==> config.mk <==
export PLATFORM = sky130hd
export DESIGN_NAME = multiply_iter
export DESIGN_NICKNAME = d
export VERILOG_FILES = /design/src/rtl/multiply_iter.sv
export SDC_FILE = /design/constraint.sdc
export NUM_CORES = 1
export LEC_CHECK = 0
export ABC_AREA = 1
export CAP_MARGIN = 10
export CORE_MARGIN = 2
export CORE_UTILIZATION = 58
export CTS_CLUSTER_SIZE = 40
export DETAILED_ROUTE_END_ITERATION = 16
export GPL_TIMING_DRIVEN = 1
export HOLD_SLACK_MARGIN = 0.1
export PLACE_DENSITY = 0.79
export SYNTH_ARGS = -nofsm -noshare
export SYNTH_HDL_FRONTEND = slang
export SYNTH_SLANG_ARGS = --single-unit
export TNS_END_PERCENT = 5
==> constraint.sdc <==
create_clock -name clk -period 4.7 [get_ports clk]
set_clock_uncertainty 0.05 [all_clocks]
set_input_delay 0.47 -clock clk [delete_from_list [all_inputs] [get_ports clk]]
set_output_delay 0.47 -clock clk [all_outputs]
set_load 0.02 [all_outputs]
==> src/rtl/multiply_iter.sv <==
// Iterative multiplier: retires STEP bits of the sign-extended multiplier per cycle,
// with independent operand signedness, a kill input for flushes and a busy flag.
module multiply_iter #(
    parameter int unsigned A_W  = 32,
    parameter int unsigned B_W  = 32,
    parameter int unsigned STEP = 2
) (
    input  logic               clk,
    input  logic               rst_n,
    input  logic [A_W-1:0]     a,
    input  logic [B_W-1:0]     b,
    input  logic               a_signed,
    input  logic               b_signed,
    input  logic               stb,
    input  logic               kill,
    output logic [A_W+B_W-1:0] o,
    output logic               ack,
    output logic               busy
);

    localparam int unsigned O_W   = A_W + B_W;
    localparam int unsigned N     = (B_W + STEP) / STEP;
    localparam int unsigned BX_W  = N * STEP;
    localparam int unsigned CNT_W = (N > 1) ? $clog2(N) : 1;

    typedef enum logic [1:0] {
        ST_IDLE = 2'd0,
        ST_RUN  = 2'd1,
        ST_DONE = 2'd2
    } state_e;

    state_e                   state_q, state_d;
    logic [CNT_W-1:0]         cnt_q, cnt_d;
    logic [O_W-1:0]           mcand_q, mcand_d;
    logic [BX_W-1:0]          mplier_q, mplier_d;
    logic [O_W-1:0]           acc_q, acc_d;
    logic [O_W-1:0]           o_q, o_d;
    logic                     ack_q, ack_d;
    logic                     busy_q, busy_d;

    logic                     accept;
    logic                     last;
    logic signed [STEP:0]     digit_s;
    logic signed [O_W-1:0]    digit_ext;
    logic signed [O_W-1:0]    mcand_s;
    logic [O_W-1:0]           partial;
    logic [O_W-1:0]           acc_sum;
    logic signed [A_W:0]      a_ext;
    logic signed [B_W:0]      b_ext;

    // Digit datapath: the multiplier is sign-extended to N*STEP bits, so only the
    // final digit is signed and a narrower last digit needs no special handling.
    always_comb begin
        a_ext     = $signed({a[A_W-1] & a_signed, a});
        b_ext     = $signed({b[B_W-1] & b_signed, b});
        accept    = (state_q != ST_RUN) && stb && !kill;
        last      = (cnt_q == CNT_W'(N - 1));
        digit_s   = $signed({last & mplier_q[STEP-1], mplier_q[STEP-1:0]});
        digit_ext = O_W'(digit_s);
        mcand_s   = $signed(mcand_q);
        partial   = O_W'(mcand_s * digit_ext);
        acc_sum   = acc_q + partial;
    end

    // Next-state and output decode
    always_comb begin
        state_d  = state_q;
        cnt_d    = cnt_q;
        mcand_d  = mcand_q;
        mplier_d = mplier_q;
        acc_d    = acc_q;
        o_d      = o_q;

        case (state_q)
            ST_IDLE, ST_DONE: begin
                if (accept) begin
                    state_d  = ST_RUN;
                    cnt_d    = '0;
                    acc_d    = '0;
                    mcand_d  = O_W'(a_ext);
                    mplier_d = BX_W'(b_ext);
                end else begin
                    state_d  = ST_IDLE;
                end
            end
            ST_RUN: begin
                if (kill) begin
                    state_d = ST_IDLE;
                end else begin
                    acc_d    = acc_sum;
                    mcand_d  = mcand_q << STEP;
                    mplier_d = mplier_q >> STEP;
                    cnt_d    = cnt_q + CNT_W'(1);
                    if (last) begin
                        o_d     = acc_sum;
                        state_d = ST_DONE;
                    end
                end
            end
            default: state_d = ST_IDLE;
        endcase

        ack_d  = (state_d == ST_DONE);
        busy_d = (state_d != ST_IDLE);
    end

    always_ff @(posedge clk or negedge rst_n) begin
        if (!rst_n) begin
            state_q  <= ST_IDLE;
            cnt_q    <= '0;
            mcand_q  <= '0;
            mplier_q <= '0;
            acc_q    <= '0;
            o_q      <= '0;
            ack_q    <= 1'b0;
            busy_q   <= 1'b0;
        end else begin
            state_q  <= state_d;
            cnt_q    <= cnt_d;
            mcand_q  <= mcand_d;
            mplier_q <= mplier_d;
            acc_q    <= acc_d;
            o_q      <= o_d;
            ack_q    <= ack_d;
            busy_q   <= busy_d;
        end
    end

    assign o    = o_q;
    assign ack  = ack_q;
    assign busy = busy_q;

endmodule
== Word-level counts from Yosys, hierarchy flattened ==
Cells that the tools add are included.

* Add/sub/neg operators: 2
* Bitwise operators: 4
* $mul: 1
* Reductions and logical operators: 9
* Mux-type cells: 16
* Eq/ne operators: 7

{| class="wikitable"
|+ Operator list
! operator !! number
|-
| $mux W64 || 4
|-
| $pmux W64 S2 || 2
|-
| $mux W34 || 2
|-
| $pmux W34 S2 || 1
|-
| $add A64 B64 Y64 || 1
|-
| $mul A64 B3 Y64 || 1
|-
| $mux W5 || 2
|-
| $pmux W5 S2 || 1
|-
| $reduce_and A3 Y1 || 2
|-
| $add A5 B1 Y5 const B || 1
|-
| $eq A5 B5 Y1 const B || 1
|-
| $eq A2 B2 Y1 const B || 2
|-
| $mux W2 || 2
|-
| $ne A2 B2 Y1 const B || 2
|-
| $pmux W2 S2 || 1
|-
| $reduce_bool A2 Y1 || 2
|-
| $and A1 B1 Y1 || 3
|-
| $eq A2 B1 Y1 const B || 1
|-
| $logic_and A1 B1 Y1 || 2
|-
| $logic_not A2 Y1 || 1
|-
| $ne A2 B1 Y1 const B || 1
|-
| $reduce_or A2 Y1 || 1
|-
| $logic_not A1 Y1 || 1
|-
| $mux W1 || 1
|-
| $not A1 Y1 || 1
|}

* Output and inout bits: 66
* Register bits: 235
* Word-level logic and storage cells: 47
* Input bits: 70

== Depth between registers and ports, before layout ==
Gate-level depths: netlist of the first run.

* Depth in word-level cells: 6
* Depth in mapped cells: 29
* Gate-level depth less buffers: 27

== Worst setup path before layout of the first run ==
OpenSTA, ideal clock, no wires.

* Kind: register to register
* From: reg cnt_q[0]
* To: reg acc_q[38]
* Library setup time: 0.117 ns
* Required time: 4.533 ns
* Path buffers: 0
* Setup slack: 0.411 ns
* Clock period less this slack: 4.289 ns
* Arrival time: 4.122 ns
* Stages on the path, launching flop included: 26
* Cells stage by stage: dfrtp_1 > inv_1 > ha_1 > nand2_1 > inv_1 > nand2_2 > nor2_4 > nand2_1 > fa_1 > fa_1 > inv_1 > fa_1 > ha_1 > inv_1 > fa_1 > nor2_1 > or2_1 > nand2_1 > nand2_1 > nand2_1 > nand2_2 > nand2_1 > nand2_1 > nand2_1 > nand3_1 > nand2_1

* Longest elaborated chain between the ends: 6

{| class="wikitable"
|+ RTL lines
! item !! RTL line !! RTL
|-
| from (decl) || 33 || <nowiki>logic [CNT_W-1:0] cnt_q, cnt_d;</nowiki>
|-
| from (signal assigned) || 119 || <nowiki>cnt_q <= cnt_d;</nowiki>
|-
| $eq A5 B5 Y1 || 57 || <nowiki>last = (cnt_q == CNT_W'(N - 1));</nowiki>
|-
| $and A1 B1 Y1 || 58 || <nowiki>digit_s = $signed({last & mplier_q[STEP-1], mplier_q[STEP-1:0]});</nowiki>
|-
| $mul A64 B3 Y64 || 61 || <nowiki>partial = O_W'(mcand_s * digit_ext);</nowiki>
|-
| $add A64 B64 Y64 || 62 || <nowiki>acc_sum = acc_q + partial;</nowiki>
|-
| $mux W64 || 87 || <nowiki>if (kill) begin</nowiki>
|-
| $pmux W64 S2 || 74 || <nowiki>case (state_q)</nowiki>
|-
| to (signal assigned) || 113 || <nowiki>acc_q <= '0;</nowiki>
|-
| to (signal assigned) || 122 || <nowiki>acc_q <= acc_d;</nowiki>
|-
| to (decl) || 36 || <nowiki>logic [O_W-1:0] acc_q, acc_d;</nowiki>
|}

Every way passes these cells. The select of a mux whose other input is x is not followed.
A chain may end at the register's enable or synchronous reset.

== Worst setup path after layout of the first run ==
* From: reg cnt_q[0]
* To: reg o_q[60] (netlist: o[60])

* Longest elaborated chain between the ends: 4
* Elaborated cells on any way between the ends: 5
* Classes of those cells: 1 x add/sub; 1 x mul; 1 x eq/ne; 1 x bitwise; 1 x reduce/logical

{| class="wikitable"
|+ RTL lines
! item !! RTL line !! RTL
|-
| $eq A5 B5 Y1 (*) || 57 ||
|-
| $and A1 B1 Y1 || 58 ||
|-
| $mul A64 B3 Y64 || 61 ||
|-
| $add A64 B64 Y64 || 62 ||
|-
| to (signal assigned) || 114 || <nowiki>o_q <= '0;</nowiki>
|-
| to (signal assigned) || 123 || <nowiki>o_q <= o_d;</nowiki>
|-
| to (decl) || 37 || <nowiki>logic [O_W-1:0] o_q, o_d;</nowiki>
|}

Every way passes the cells marked *; elsewhere a longest branch is shown, timed or not.

==> results of run 1 <==
[what timing repair did]
| action | 4_1_cts | 5_1_grt |
|---|---|---|
| endpoints found under the hold margin | 85 | 0 |
| setup buffers | 0 | 11 |
| gates cloned | 0 | 2 |
| pin swaps | 0 | 15 |
| gates resized for setup | 3 | 123 |
| endpoints found under the setup margin | 6 | 93 |
| hold buffers | 1 | 0 |
[per-stage QoR]
step                  util  std cells  hold WS (ns)  area, µm²  setup TNS (ns)
CTS                 0.6728       3293        0.4194      22450               0
detailed placement  0.6431       3243        0.4164      21460        -0.05238
floorplan                -       2702        0.1244      19520               0
finish              0.6922       3307        0.4287      23090               0
global route        0.6922       3307        0.4369      23090          -1.001
global placement    0.6431       3243        0.4121      21460               0
[power breakdown]
group	leakage (nW)	total, mW	switching, mW	internal (mW)
clock	0.471	2.33	0.918	1.41
combinational	9.68	10.6	6.60	4.00
sequential	3.01	3.59	0.851	2.74
[critical path, stage by stage, from the launching register on]
cell	delay (ns)
sky130_fd_sc_hd__dfrtp_1	0.40
sky130_fd_sc_hd__inv_2	0.07
sky130_fd_sc_hd__ha_1	0.14
sky130_fd_sc_hd__nand2_1	0.06
sky130_fd_sc_hd__inv_2	0.06
sky130_fd_sc_hd__nand2_2	0.07
sky130_fd_sc_hd__nor2_4	0.17
sky130_fd_sc_hd__nand2_1	0.08
sky130_fd_sc_hd__fa_1	0.46
sky130_fd_sc_hd__fa_1	0.51
sky130_fd_sc_hd__inv_1	0.06
sky130_fd_sc_hd__fa_1	0.54
sky130_fd_sc_hd__ha_2	0.20
sky130_fd_sc_hd__inv_1	0.07
sky130_fd_sc_hd__fa_2	0.44
sky130_fd_sc_hd__inv_1	0.11
sky130_fd_sc_hd__nand3_1	0.11
sky130_fd_sc_hd__nand3_2	0.14
sky130_fd_sc_hd__nand2_1	0.08
sky130_fd_sc_hd__nand2_2	0.12
sky130_fd_sc_hd__nand2_1	0.14
sky130_fd_sc_hd__nand2_1	0.10
sky130_fd_sc_hd__nand2_1	0.07
sky130_fd_sc_hd__nand3_1	0.09
sky130_fd_sc_hd__nand2_1	0.07
[how the worst min path moves through the flow]
stage	start	endpoint	slack (ns)	cells past startpoint
final	a[27]	mcand_q[27]	0.43	3
after global routing	a[27]	mcand_q[27]	0.44	3
after CTS	a[28]	mcand_q[28]	0.42	3
after detailed placement	o[21]	o[21]	0.42	2
after global placement	mplier_q[11]	mplier_q[11]	0.41	2
after floorplan	rst_n	acc_q[0]	0.12	0
[cell usage in the layout (no fill, tap or decap), types with 4 or more instances in the layout]
cell	netlist	final
sky130_fd_sc_hd__xnor2_1	21	19
sky130_fd_sc_hd__nand3_1	130	121
sky130_fd_sc_hd__nor2_1	159	129
sky130_fd_sc_hd__inv_1	428	423
sky130_fd_sc_hd__o211ai_1	4	4
sky130_fd_sc_hd__o21ai_0	49	49
sky130_fd_sc_hd__xor2_1	6	5
sky130_fd_sc_hd__nand2_2	28	45
sky130_fd_sc_hd__bufinv_16	0	4
sky130_fd_sc_hd__fa_1	124	123
sky130_fd_sc_hd__ha_4	0	11
sky130_fd_sc_hd__clkbuf_8	0	9
sky130_fd_sc_hd__inv_2	12	15
sky130_fd_sc_hd__a21oi_2	1	11
sky130_fd_sc_hd__nor2_2	20	41
sky130_fd_sc_hd__o21bai_1	12	12
sky130_fd_sc_hd__clkdlybuf4s50_1	0	134
sky130_fd_sc_hd__nand4_1	16	16
sky130_fd_sc_hd__nand3b_1	8	8
sky130_fd_sc_hd__ha_1	127	100
sky130_fd_sc_hd__a22oi_1	49	49
sky130_fd_sc_hd__clkbuf_1	37	4
sky130_fd_sc_hd__nor2_4	9	18
sky130_fd_sc_hd__dfrtp_1	234	232
sky130_fd_sc_hd__nor3_2	5	8
sky130_fd_sc_hd__nand3_2	6	12
sky130_fd_sc_hd__buf_12	0	5
sky130_fd_sc_hd__nor3_1	11	8
sky130_fd_sc_hd__nand2_1	1001	983
sky130_fd_sc_hd__buf_4	1	46
sky130_fd_sc_hd__o21ai_1	10	10
sky130_fd_sc_hd__ha_2	0	16
sky130_fd_sc_hd__and3_1	4	4
sky130_fd_sc_hd__a21oi_1	113	102
sky130_fd_sc_hd__a31oi_1	14	14
sky130_fd_sc_hd__clkbuf_16	0	29
[flip-flops by register name, summed over array words and instances, names as in the netlist]
| register | cells |
|---|---|
| ack | 1 |
| busy | 1 |
| cnt_q | 5 |
| state_q | 2 |
| acc_q | 64 |
| o | 64 |
| mplier_q | 33 |
| mcand_q | 64 |
[logic make-up after synthesis]
logic type	count (synthesis)
and+or+nand+nor	1412
buffers and inverters	525
AOI/OAI and AO/OA	253
adders and majority gates	251
DFF	234
xor gates and xnor gates	27
[layer usage]
metal | routed length (µm) | share of wire
met4 | 4216 | 0.068
met1 | 24170 | 0.39
met3 | 3597 | 0.058
met2 | 29700 | 0.48
met5 | 0 | 0
[layout make-up]
class,instances,area share
clock buffer,40,0.03527
clock inverter,9,0.006664
inverter,443,0.07222
multi-input combinational,1943,0.5266
sequential,234,0.2537
tap,448,0.02427
timing repair buffer,190,0.08127
==> run summary, run 1 <==
Setup violations remaining at the end of the flow were counted as 0. CTS built an H-tree with a depth of 1. The most repeated cell in the gate-level netlist after synthesis is sky130_fd_sc_hd__nand2_1.

After filler insertion, the fill cell instance count of the layout stands at 2821. The startpoint identified for the worst register-to-register timing path is cnt_q[0]. In this run the deepest clock path goes through 3 buffers. The reported max-cap violation count is 0. The final cycle utilization of the critical path came out at 0.9641. The count of nets left with antenna violations once routing finished came out at 0. The total of warnings raised by yosys came out at 0.

The adder and majority gate portion of the synthesized area came out at 0.2086. At the end of the flow, the number of nets in the layout was 3160. The maximum ir drop on the vdd rail came out at 0.4719 mV. Counting every net in the synthesized netlist gives 3023.

The signal arrival time at the worst endpoint is 4.93 ns. The total routing resource utilization after global routing came out at 0.3449. Summing all flip-flop and latch instances after layout gives 5858 µm². The met1 track demand over resource in global routing is 0.4256. The signed area change from the synthesized netlist to the final layout came out at 18.31%. Counting I/O delays and the setup requirement, the final critical path takes 4.531 ns. The global routing stage identified its most utilized layer as met2.

The worst path required time came out at 5.10 ns. The portion of synthesized area spent on multiplexers is 0. The row count is 67. The worst slack at placement came out at -0.03324 ns.

The count of flip-flops with a built-in enable after synthesis came out at 0. The global-route met3 utilization came out at 0.04559. The total count of hold-check failures in the final report is 0. The remaining routing DRC violations came out at 0. The multi-input logic area came out at 12160 µm². The effective utilization at floorplan came out at 0.5850. In this run the worst setup path terminates at o[60].

The die covers 35140 µm². The fraction of the mapped netlist area in simple logic gates came out at 0.3016. Averaged over all synthesized cells, the footprint is 7.224 µm².

The number of antenna diodes is 0. For this design the static power due to leakage is 13.16 nW. The top fanout value on the critical path is 4.

The first detailed-routing pass ran for 8 iterations. The commonest cells after synthesis are sky130_fd_sc_hd__nand2_1, sky130_fd_sc_hd__inv_1, sky130_fd_sc_hd__dfrtp_1. The wire-length estimate of the detail-placed layout is 46920 µm.

After synthesis, the largest family of logic cells by area is simple AND/OR/NAND/NOR gates. The routed design has 61680 µm of wire. The run finished with clean final reports. The mean number of vias per cell came out at 5.490. The quantity of I/O buffers inserted on ports came out at 135.

The layout cell share with drive strength beyond 1 came out at 0.1039. The worst-margin pin slew is 1.026 ns. The count of pins over their slew limit came out at 0.

Of the synthesized area, sequential elements account for 0.3000. The clock input transition at the sequential cells of the worst setup and hold paths is 0.06 ns. The clock reaches the later pin of the worst-skew pair after 0.57 ns. The path class of the tightest hold or removal check is in2reg. Of the total synthesized cell area, the portion taken by XOR and XNOR cells is 0.01212. The async set-reset flop share out of synthesis came out at 1.000. Pin placement for this block handled 136 I/O pins. The die width came out at 187.4 µm. Among all flip-flop cells after synthesis, the most frequent one is sky130_fd_sc_hd__dfrtp_1. Setup repair after global routing could not meet its margin everywhere.

The remaining global-route overflow came out at 0. The cell sitting at the root of the clock tree is a sky130_fd_sc_hd__clkbuf_16. The endpoint identified for the worst register-to-register timing path is o[60]. The worst setup path is launched from a flip-flop. The number of global-route vias before repair is 17.99k. The mean routed wirelength per cell came out at 18.65 µm. The wire length of the first global-routing pass is 95090 µm. Counting the buffers created by CTS gives 27. The synthesized area is 19520 µm².

The placer's final routability congestion estimate came out at 1.057. Static timing analysis puts the maximum clock frequency at 220.7 MHz. The setup slack of the most critical reg-to-reg path is 0.17 ns. Power spread over the standard cell area amounts to 715.2 nW/µm². The maximum number of pins on one net before global-route repair is 106. The type of the setup path with the least slack is reg2reg. The area fraction of the dominant cell type after synthesis came out at 0.3000. The normalized max-slew margin is 0.3160.

The initial DRC count came out at 1499. The count of clock tree sinks came out at 234. The depth of the most critical reg-to-reg path came out at 24.

The post-route total power is 16.52 mW. The die boundary height came out at 187.4 µm. The critical path starts at cnt_q[0]. The initial antenna violation count is 0.

The placeable core region is 33360 µm². Of all cell types, the one taking the most synthesized area is sky130_fd_sc_hd__dfrtp_1. After synthesis the netlist holds a flip-flop and latch count of 234.

The minimum setup slack in the final design came out at 0.1690 ns. The worst setup path is captured at a flip-flop. For this run, global-route usage on met2 was measured as 0.5834. The number of distinct library cells after synthesis is 39. The routed layout has 18.16k vias. The compound-gate portion of the synthesized area came out at 0.07436.

Yosys attributes the largest share of cell area to sky130_fd_sc_hd__dfrtp_1, sky130_fd_sc_hd__nand2_1, sky130_fd_sc_hd__fa_1, sky130_fd_sc_hd__inv_1, sky130_fd_sc_hd__ha_1. TritonCTS built the clock tree. The cell count after synthesis is 2702.
Power figures use the tool's default switching activity.
==> run 2: changes to the inputs <==
CORE_MARGIN = 1.5   (was 2)
clock period = 5.5 ns   (was 4.7 ns; I/O delays follow)
==> run 2 against run 1 <==
  * Sequential power down 14%
  * Core utilization fell by 1.7 points
  * Worst hold slack gained 0.0042 ns
  * Final cell count decreased by 1.4%
  * Fmax down 11%
  * Non-clock buffer count fell by 40
  * Total power down 21%
  * Sequential share of layout area rose by 1.0 points
  * Register-to-register slack improved by 0.26 ns
  * Largest cell class unchanged
==> run summary, run 2 (synthesis results as in run 1) <==
The mean routed wirelength per cell is 18.30 µm (-1.9%). The startpoint identified for the worst register-to-register timing path is cnt_q[0]. The mean number of vias per cell is 5.468 (-0.40%).

The clock buffer count from CTS came to 26 (-3.7%). The number of global-route vias before repair is 17.48k (-2.8%). Setup repair after global routing left no endpoint under its margin. The most common cell after layout, fill and taps aside is sky130_fd_sc_hd__nand2_1. The normalized max-slew margin came out at 0.2955 (-0.02047). In this run the worst hold path is classified as reg2reg. The quantity of I/O buffers inserted on ports came out at 135 (unchanged). The final number of setup-violating endpoints is 0 (unchanged). The post-cts sizing count is 0 (-3). The total number of nets in the final design came out at 3119 (-1.3%).

The capturing point of the worst reg2reg path is acc_q[62]. The row count came out at 66 (-1.5%). In this run the most critical hold path is launched from o[44]. The sum of net half-perimeters after detailed placement came to 46170 µm (-1.6%).

The cell depth of the worst min-delay path came out at 2 (-1). The count of pins over their slew limit is 0 (unchanged). The leakage power of the design came to 12.89 nW (-2.1%). The total negative slack is 0 ns (unchanged). The top fanout value on the critical path is 8 (+4).

The clock tree from TritonCTS is yes. The initial antenna violation count is 0 (unchanged). The maximum number of pins on one net before global-route repair was 161 (+52%). The routed via count is 17.83k (-1.8%). The remaining global-route overflow is 0 (unchanged).

The kind of cell with the highest combined delay along the critical path is adder cells. The top-level I/O count was 136 (unchanged). The fmax came out at 197.0 MHz (-11%). The total wire length is 59670 µm (-3.3%). The placeable core region came out at 32870 µm² (-1.5%).

The worst-case clock buffer depth is 3 (unchanged). The insertion delay to the later sink of the worst-skew pair is 0.56 ns (about the same). The number of buffer and inverter stages on the critical path was 4 (-1). The total routing resource utilization after global routing is 0.3450 (about the same). The final cycle utilization of the critical path is 0.9228 (-0.04121). Among all stages on the critical path, the largest delay is contributed by sky130_fd_sc_hd__fa_1. The die boundary height is 186.4 µm (-0.53%).

The depth of the most critical reg-to-reg path is 25 (+4.2%). The count of nets left with antenna violations after detail routing came out at 0 (unchanged). The hold-fix buffer count after cts was 1 (unchanged).

The most repeated library cell on the critical path is sky130_fd_sc_hd__nand2_1. The final critical delay including setup and external delays is 5.076 ns (+0.5446 ns). The number of iterations in the first detailed-routing pass is 8 (unchanged). The maximum ir drop on the vdd rail was 0.4138 mV (-12%). The count of buffers added by post-CTS timing repair for setup is 0 (unchanged). The worst-margin pin slew is 1.057 ns (+0.03071 ns).

The number of standard cells in the final layout excluding fillers came out at 3260 (-1.4%). The initial DRC count was 1557 (+3.9%). The placer's final routability congestion estimate is 1.003 (-5.1%). The number of antenna diodes is 0 (unchanged). STA classifies the critical path endpoint as a flip-flop. The reported max-cap violation count is 0 (unchanged). The cell total after placement is 3211 (-0.99%). The setup path with the least slack is of type reg2reg.

The effective utilization at floorplan is 0.5939 (+0.008864). The signal arrival time at the worst endpoint is 5.47 ns (+0.54 ns). The worst setup path is launched from a flip-flop. The total count of hold-check failures in the final report came out at 0 (unchanged). The run finished with clean final reports. The clock input transition at the sequential cells of the worst setup and hold paths is 0.06 ns (about the same).

The count of clock tree sinks came out at 234 (unchanged). The stage delay of the slowest cell on the critical path came to 0.54 ns (about the same). The endpoint with the worst hold slack is o[44]. The filler cell count in the final layout came out at 2871 (+1.8%). CTS placed an instance of sky130_fd_sc_hd__clkbuf_16 at the clock tree root. The maximum level of the CTS H-tree is 1 (unchanged). The total power per unit cell area is 590.5 nW/µm² (-17%). The remaining routing DRC violations was 0 (unchanged). The layout cell share with drive strength beyond 1 came out at 0.05500 (-0.04888). The die width was 186.4 µm (-0.53%).

The worst path required time is 5.89 ns (+0.79 ns). The die area is 34760 µm² (-1.1%). The wire length of the first global-routing pass is 94360 µm (-0.76%).

The setup slack of the most critical reg-to-reg path came out at 0.42 ns (+0.26 ns). In the layout the commonest cells are sky130_fd_sc_hd__nand2_1, sky130_fd_sc_hd__inv_1, sky130_fd_sc_hd__dfrtp_1, sky130_fd_sc_hd__nor2_1, sky130_fd_sc_hd__clkdlybuf4s50_1. The signed area change from the synthesized netlist to the final layout came out at 13.70%.
==> run 2: changes by cell type in the layout (fill, tap and decap cells not counted), moves of 16 or more <==
cell                      delta
sky130_fd_sc_hd__ha_2       -16
sky130_fd_sc_hd__nand2_2    -16
sky130_fd_sc_hd__nor2_1     +28
sky130_fd_sc_hd__nand2_1    +17
sky130_fd_sc_hd__ha_1       +27
sky130_fd_sc_hd__nor2_2     -20
sky130_fd_sc_hd__buf_4      -35
==> run 2: final cells by class <==
| class | instances | area, µm² | share of cell area |
|---|---|---|---|
| Inverter | 443 | 1665 | 0.07504 |
| Clock buffer | 31 | 720.7 | 0.03247 |
| Multi-Input combinational cell | 1943 | 11660 | 0.5253 |
| Clock inverter | 17 | 227.7 | 0.01026 |
| Timing Repair Buffer | 150 | 1509 | 0.06799 |
| Tap cell | 442 | 553.0 | 0.02492 |
| Sequential cell | 234 | 5858 | 0.2640 |
==> run 2: stage by stage <==
| stage | setup slack (ns) | util | total power, mW | area [µm²] | hold WS, ns |
|---|---|---|---|---|---|
| after floorplan | 1.211 | - | 8.426 | 19520 | 0.2044 |
| after global placement | 0.5621 | 0.6461 | 10.86 | 21230 | 0.4128 |
| after detailed placement | 0.4271 | 0.6461 | 11.07 | 21230 | 0.4153 |
| after CTS | 0.4307 | 0.6752 | 13.10 | 22190 | 0.4315 |
| after global routing | 0.1014 | 0.6752 | 14.16 | 22190 | 0.4570 |
| final | 0.4244 | 0.6752 | 13.10 | 22190 | 0.4329 |
==> run 2: worst max-delay path by stage <==
stage                        start        end  slack, ns  depth (start not counted)
after floorplan           cnt_q[0]  acc_q[38]       1.21                         25
after global placement    cnt_q[0]  acc_q[62]       0.56                         25
after detailed placement  cnt_q[0]  acc_q[38]       0.43                         25
after CTS                 cnt_q[0]  acc_q[62]       0.43                         25
after global routing      cnt_q[0]      o[38]       0.10                         25
final                     cnt_q[0]  acc_q[62]       0.42                         25
==> run 2: report_power, final <==
group / switching (mW) / total (mW) / internal, mW
combinational: 5.20 / 8.06 / 2.85
sequential: 0.756 / 3.10 / 2.34
clock: 0.776 / 1.95 / 1.17
==> run 2: worst min-delay path: stages (launching register included) <==
cell	delay, ns
sky130_fd_sc_hd__dfrtp_1	0.34
sky130_fd_sc_hd__nand2_1	0.06
sky130_fd_sc_hd__nand2_1	0.06
==> run 2: metal layers <==
metal / GRT usage / vias to the layer above / wire (µm)
li1: - / 8520 / -
met5: 0 / - / 0
met1: 0.4309 / 8483 / 23560
met3: 0.03611 / 162 / 3251
met4: 0.2023 / 0 / 3991
met2: 0.5825 / 662 / 28870
